`src/rtl/ahb_pkg.sv`:
```
// Shared AHB-Lite encodings and address helpers used by the master datapath.
package ahb_pkg;

    typedef enum logic [1:0] {
        HT_IDLE   = 2'b00,
        HT_BUSY   = 2'b01,
        HT_NONSEQ = 2'b10,
        HT_SEQ    = 2'b11
    } htrans_e;

    typedef enum logic [2:0] {
        HB_SINGLE = 3'd0,
        HB_INCR   = 3'd1,
        HB_WRAP4  = 3'd2,
        HB_INCR4  = 3'd3,
        HB_WRAP8  = 3'd4,
        HB_INCR8  = 3'd5,
        HB_WRAP16 = 3'd6,
        HB_INCR16 = 3'd7
    } hburst_e;

    localparam logic [2:0] HSIZE_WORD = 3'b010;

    // Data-phase tracking for the beat whose address was accepted last edge.
    typedef struct packed {
        logic vld;
        logic wr;
    } dphase_t;

    function automatic logic is_wrap(input logic [2:0] b);
        return (b == HB_WRAP4) || (b == HB_WRAP8) || (b == HB_WRAP16);
    endfunction

    // Low six address bits of the next wrapping beat; bits above the wrap
    // boundary are preserved, so only the beat index within the window moves.
    function automatic logic [5:0] wrap_low6(input logic [5:0] lo, input logic [2:0] b);
        logic [5:0] r;
        r = lo + 6'd4;
        case (b)
            HB_WRAP4: r = {lo[5:4], lo[3:0] + 4'd4};
            HB_WRAP8: r = {lo[5],   lo[4:0] + 5'd4};
            default:  ;
        endcase
        return r;
    endfunction

endpackage

```
`src/rtl/sync_fifo.sv`:
```
// Single-clock FIFO with extra-MSB pointers; head is shown combinationally.
module sync_fifo #(
    parameter int DEPTH = 16,
    parameter int DW    = 32
) (
    input  logic                     HCLK,
    input  logic                     rst,
    input  logic                     push,
    input  logic                     pop,
    input  logic [DW-1:0]            wdata,
    output logic [DW-1:0]            rdata,
    output logic                     full,
    output logic [$clog2(DEPTH):0]   level
);
    localparam int PW = $clog2(DEPTH);

    logic [DW-1:0] mem [DEPTH];
    logic [PW:0]   wptr, rptr;
    logic          empty, do_push, do_pop;

    assign empty   = (wptr == rptr);
    assign full    = (wptr[PW] != rptr[PW]) && (wptr[PW-1:0] == rptr[PW-1:0]);
    assign do_pop  = pop && !empty;
    // A pop frees the slot the push lands in, so push-while-full is legal then.
    assign do_push = push && (!full || do_pop);
    assign level   = wptr - rptr;
    assign rdata   = empty ? '0 : mem[rptr[PW-1:0]];

    always_ff @(posedge HCLK or posedge rst) begin
        if (rst) begin
            wptr <= '0;
            rptr <= '0;
        end else begin
            if (do_push) wptr <= wptr + 1'b1;
            if (do_pop)  rptr <= rptr + 1'b1;
        end
    end

    always_ff @(posedge HCLK) begin
        if (do_push) mem[wptr[PW-1:0]] <= wdata;
    end

endmodule

```
`src/rtl/ahb_master_datapath.sv`:
```
// AHB-Lite master address/data path: tracks HADDR through bursts, feeds HWDATA
// from the write FIFO and captures HRDATA into the read FIFO.
module ahb_master_datapath
    import ahb_pkg::*;
#(
    parameter int FIFO_DEPTH = 16,
    parameter int AW         = 32,
    parameter int DW         = 32
) (
    input  logic                          HCLK,
    input  logic                          rst,
    input  logic                          start,
    input  logic                          busy,
    input  logic [AW-1:0]                 start_addr,
    input  logic [2:0]                    burst,
    input  logic [1:0]                    HTRANS,
    input  logic                          HWRITE,
    input  logic                          HREADY,
    input  logic                          HRESP,
    input  logic [DW-1:0]                 HRDATA,
    input  logic                          wr_push,
    input  logic [DW-1:0]                 wr_data,
    input  logic                          rd_pop,
    output logic [AW-1:0]                 HADDR,
    output logic [2:0]                    HBURST,
    output logic [2:0]                    HSIZE,
    output logic [DW-1:0]                 HWDATA,
    output logic [DW-1:0]                 rd_data,
    output logic                          rd_valid,
    output logic                          wfifo_full,
    output logic [$clog2(FIFO_DEPTH):0]   wfifo_level,
    output logic                          err
);
    localparam int LW = $clog2(FIFO_DEPTH) + 1;

    dphase_t       dp;
    logic          start_acc, acc, wr_beat, cap;
    logic          wempty, rfull;
    logic [DW-1:0] whead;
    logic [LW-1:0] rlevel;
    logic [AW-1:0] nxt;
    logic          cross_1k, err_set;

    assign HSIZE     = HSIZE_WORD;
    assign start_acc = start && !busy;
    // An erroring data phase blocks the address phase sampled alongside it.
    assign acc       = HREADY && !HRESP && ((HTRANS == HT_NONSEQ) || (HTRANS == HT_SEQ));
    assign wr_beat   = acc && HWRITE;
    assign cap       = HREADY && !HRESP && dp.vld && !dp.wr;
    assign wempty    = (wfifo_level == '0);
    assign rd_valid  = (rlevel != '0);

    assign nxt      = is_wrap(HBURST) ? {HADDR[AW-1:6], wrap_low6(HADDR[5:0], HBURST)}
                                      : HADDR + AW'(4);
    assign cross_1k = !is_wrap(HBURST) && (nxt[10] != HADDR[10]);

    always_comb begin
        err_set = 1'b0;
        if (HREADY && HRESP)           err_set = 1'b1;
        if (wr_beat && wempty)         err_set = 1'b1;
        if (cap && rfull && !rd_pop)   err_set = 1'b1;
        if (acc && cross_1k)           err_set = 1'b1;
    end

    always_ff @(posedge HCLK or posedge rst) begin
        if (rst) begin
            HADDR  <= '0;
            HBURST <= HB_SINGLE;
            HWDATA <= '0;
            dp     <= '0;
            err    <= 1'b0;
        end else begin
            if (start_acc) begin
                HADDR  <= start_addr;
                HBURST <= burst;
            end else if (acc) begin
                HADDR  <= nxt;
            end
            if (HREADY) dp <= '{vld: acc, wr: HWRITE};
            if (wr_beat) HWDATA <= wempty ? '0 : whead;
            err <= (err && !start_acc) || err_set;
        end
    end

    sync_fifo #(.DEPTH(FIFO_DEPTH), .DW(DW)) u_wfifo (
        .HCLK  (HCLK),
        .rst   (rst),
        .push  (wr_push),
        .pop   (wr_beat),
        .wdata (wr_data),
        .rdata (whead),
        .full  (wfifo_full),
        .level (wfifo_level)
    );

    sync_fifo #(.DEPTH(FIFO_DEPTH), .DW(DW)) u_rfifo (
        .HCLK  (HCLK),
        .rst   (rst),
        .push  (cap),
        .pop   (rd_pop),
        .wdata (HRDATA),
        .rdata (rd_data),
        .full  (rfull),
        .level (rlevel)
    );

endmodule
```
`config.mk`:
```
export PLATFORM = sky130hd
export DESIGN_NAME = ahb_master_datapath
export DESIGN_NICKNAME = d
export VERILOG_FILES = /design/src/rtl/ahb_pkg.sv /design/src/rtl/sync_fifo.sv /design/src/rtl/ahb_master_datapath.sv
export SDC_FILE = /design/constraint.sdc
export NUM_CORES = 1
export LEC_CHECK = 0
export CAP_MARGIN = 20
export CORE_UTILIZATION = 60
export CTS_CLUSTER_DIAMETER = 80
export DETAILED_ROUTE_END_ITERATION = 8
export PLACE_DENSITY = 0.8
export RECOVER_POWER = 50
export SYNTH_ARGS = -nofsm -noshare
export SYNTH_HDL_FRONTEND = slang
export SYNTH_SLANG_ARGS = --single-unit
```
`constraint.sdc`:
```
create_clock -name HCLK -period 11.2 [get_ports HCLK]
set_input_delay 3.36 -clock HCLK [delete_from_list [all_inputs] [get_ports HCLK]]
set_output_delay 3.36 -clock HCLK [all_outputs]
set_load 0.02 [all_outputs]
```
==> impl_metrics.csv <==
group,metric,value,unit
route,drc_errors,0,
placement,placed_area,47000,um^2
floorplanning,rows,98,
min_path,hold_depth,2,
cts,cts_made_buffers,106,
floorplanning,die_w,272,um
critical_path,critPathKind,"in2async",
synthesis,ys_types,61,
critical_path,worstPathRequired,10.51,ns
route,firstDrtPassIters,6,
finish,multiInputGateArea,9980,um^2
critical_path,cp_num_buf_inv,3,
synthesis,synth_cells,2113,
critical_path,path_depth,3,
floorplanning,fp.dieArea,73800,um^2
power_and_ir_drop,powerDensity,249,nW/um^2
finish,fillers,4038,
cts,cts_hold_buf,0,
placement,place_ws,3.73,ns
finish,seqCellArea,33000,um^2
synthesis,syn_area,43600,um^2
critical_path,cp-end-kind,"asynchronous set/reset pin",
floorplanning,die_h,272,um
global_routing,grt_pass1_vias,23800,
timing,hold_viol_final,0,
timing,fin_ws,2.63,ns
critical_path,cpPeakStageDelay,2.84,ns
route,wl_per_cell,31.1,um
global_routing,grt_pass1_wl,156,mm
synthesis,synth_area_leaders,"edfxtp_1 71%, mux4_2 15%, dfrtp_1 5.2%",
finish,fin_area,50500,um^2
outcome,status,"complete, but fails checks",
global_routing,overflow,0,
timing,slew_headroom,-163,%
global_routing,grt_max_degree,75,
global_routing,track_usage,29.3,%
synthesis,synth-async-reset-ratio,8.08,%
min_path,worstHoldPathType,"reg2reg",
critical_path,crit_slowest_cell,"clkbuf_1",
critical_path,critPathMaxFanout,52,
timing,skew,0.0262,ns
timing,setup_violations,0,
timing,fmax,117,MHz
synthesis,synth_top_cell_by_area,"edfxtp_1",
timing,tightest_slew,3.95,ns
timing,holdWs,0.494,ns
cts,tritoncts,"done",
timing,period_minus_slack,8.57,ns
synthesis,synth_edf_count,1024,
route,drt_iter0_markers,2892,
outcome,violations,"max-capacitance violations, max-slew violations",
finish,layout.nets,2512,
critical_path,reg2reg_depth,7,
power_and_ir_drop,peakVddDrop,0.240,mV
cts,cts.reportedPaths.clkPinSlew,0.06,ns
cts,cts_buffer_depth,3,
run,cap_violations,4,
synthesis,ys_seq_area_share,75.7,%
cts,cts_resized,0,
route,num_vias,22900,
timing,layout_worst_path_cycle_share,76.5,%
cts,cts_root_buffer,"clkbuf_16",
synthesis,synth-seq-cells,1114,
cts,htreeDepth,3,
cts,postCtsSetupBuffers,0,
finish,syn2layout_area_growth,15.8,%
route,antenna_left,0,
synthesis,postSynth.topFlopCell,"edfxtp_1",
route,vias_per_cell,6.68,
floorplanning,core_region_area,71700,um^2
critical_path,path_cells,"dlygate4sd3_1 > clkinvlp_2 > clkbuf_1",
critical_path,crit_family,"buffers and inverters",
placement,io_buffers,215,
placement,gp_congestion,0.814,
route,drt-total-wl,107,mm
finish,drive_above_1_share,22.2,%
critical_path,critPathLaunchType,"input port",
finish,fin_util,70.4,%
global_routing,antenna_found_initial,15,
synthesis,syn_area_per_cell,20.6,um^2
timing,rsz0062_at_grt,"no",
power_and_ir_drop,p_leak,16.5,nW
timing,finalSetupTns,0,ns
synthesis,synth_top_area_share,70.5,%
floorplanning,ios,220,
cts,cts.sinks,1114,
placement,hpwl,50.7,mm
critical_path,cp.arrival,7.88,ns
cts,clk_latency,0.68,ns
floorplanning,start_util,60.8,%
synthesis,yosys_warnings,0,
timing,slew_viol_final,171,
-- metal layers --
layer	track usage [%]	wire (um)	vias to the layer above
met3	5.37	9580	267
met1	38.1	38200	11900
li1	-	-	9168
met4	10.8	3330	14
met5	0	92	-
met2	49.7	55400	1559
-- report_power, final --
part	switching [mW]	internal, mW
Combinational	1.95	1.81
Sequential	0.329	4.85
Clock	1.57	2.05
-- state kept, by name, indices dropped and copies added (netlist names), 2 cells and up --
signal	count
u_rfifo.mem	512
u_wfifo.mem	512
HADDR	32
HWDATA	32
u_rfifo.rptr	5
u_rfifo.wptr	5
u_wfifo.rptr	5
u_wfifo.wptr	5
HBURST	3
dp	2
-- cell usage in the layout (no fill, tap or decap), types with 16 or more instances in the layout --
cell,synthesis,final
clkdlybuf4s50_1,0,146
clkbuf_1,56,24
xnor2_1,22,22
ha_1,19,19
clkinv_1,31,50
buf_4,7,47
o21ai_1,36,32
and3_1,36,36
nand4_1,18,18
o21ai_0,22,26
edfxtp_1,1024,1024
clkinv_2,0,21
dfrtp_1,90,84
mux4_2,288,288
inv_1,17,16
nor2_1,29,17
nand2_1,162,162
a211oi_1,32,32
mux2i_1,32,32
dlygate4sd3_1,0,69
clkbuf_16,0,107
nand3_1,16,17
and2_2,0,16
-- stage by stage --
stage | power (mW) | instances
after floorplan | 7.66 | 2114
after global placement | 8.81 | 3221
after detailed placement | 8.92 | 3221
after CTS | 12.6 | 3422
after global routing | 13.0 | 3431
final | 12.6 | 3432
-- cell usage after synthesis, types with 3 or more instances --
library cell  instances
edfxtp_1           1024
buf_1                 8
buf_2                26
mux4_2              288
o311ai_0              4
nor3_1               10
a211oi_1             32
ha_1                 19
or3_1                 9
mux2i_1              32
nor2_1               29
a21oi_1               6
and2_1               21
xnor2_1              22
xor2_1               13
clkinv_1             31
and4_1                4
o211ai_1              7
o31ai_1               5
nand3_1              16
or4_1                 4
nand2_1             162
o21ai_1              36
nand2b_1              5
buf_4                 7
inv_1                17
buf_6                11
dfrtp_1              90
clkbuf_1             56
nor2b_1               3
nand4_1              18
o21ai_0              22
a31oi_1               9
and3_1               36
-- cell families (layout without fill, tap and decap cells) --
logic type      Yosys count  in the layout  share of synthesized area (%)
fa+ha+maj                20             20                          0.591
xor+xnor                 35             35                          0.703
mux                     321            321                           15.6
other cells               2             10                         0.0172
flops                  1114           1114                           75.7
simple gates            332            332                           3.80
buf+inv                 158            519                           1.68
compound gates          131            131                           1.90
-- worst register-to-register path, cell delays in order, from the launching register on --
cell	delay, ns
dfrtp_4	0.79
buf_4	0.49
ha_1	0.34
nand4_1	0.16
o31a_1	0.32
nand2_1	0.31
nor2_4	0.52
buf_4	0.51
-- cell type report --
type,instances,area share [%]
inverter,50,0.374
clock buffer,134,5.64
timing repair buffer,268,5.10
sequential,1114,65.4
tap,950,2.35
clock inverter,67,1.36
multi-input combinational,842,19.8
antenna,7,0.0347
-- path summary, 6_finish.rpt --
check | start | end | slack [ns]
worst max-delay path | rst | u_rfifo.rptr[1] | 2.63
worst min-delay path | HWDATA[29] | HWDATA[29] | 0.49
worst max register to register | u_rfifo.rptr[0] | u_rfifo.mem[12][18] | 7.36
worst min register to register | HWDATA[29] | HWDATA[29] | 0.49
max in group HCLK | u_rfifo.rptr[0] | rd_data[30] | 3.53
min in group asynchronous | rst | HADDR[9] | 3.61
Note: power is estimated with default switching activity, not from simulation.
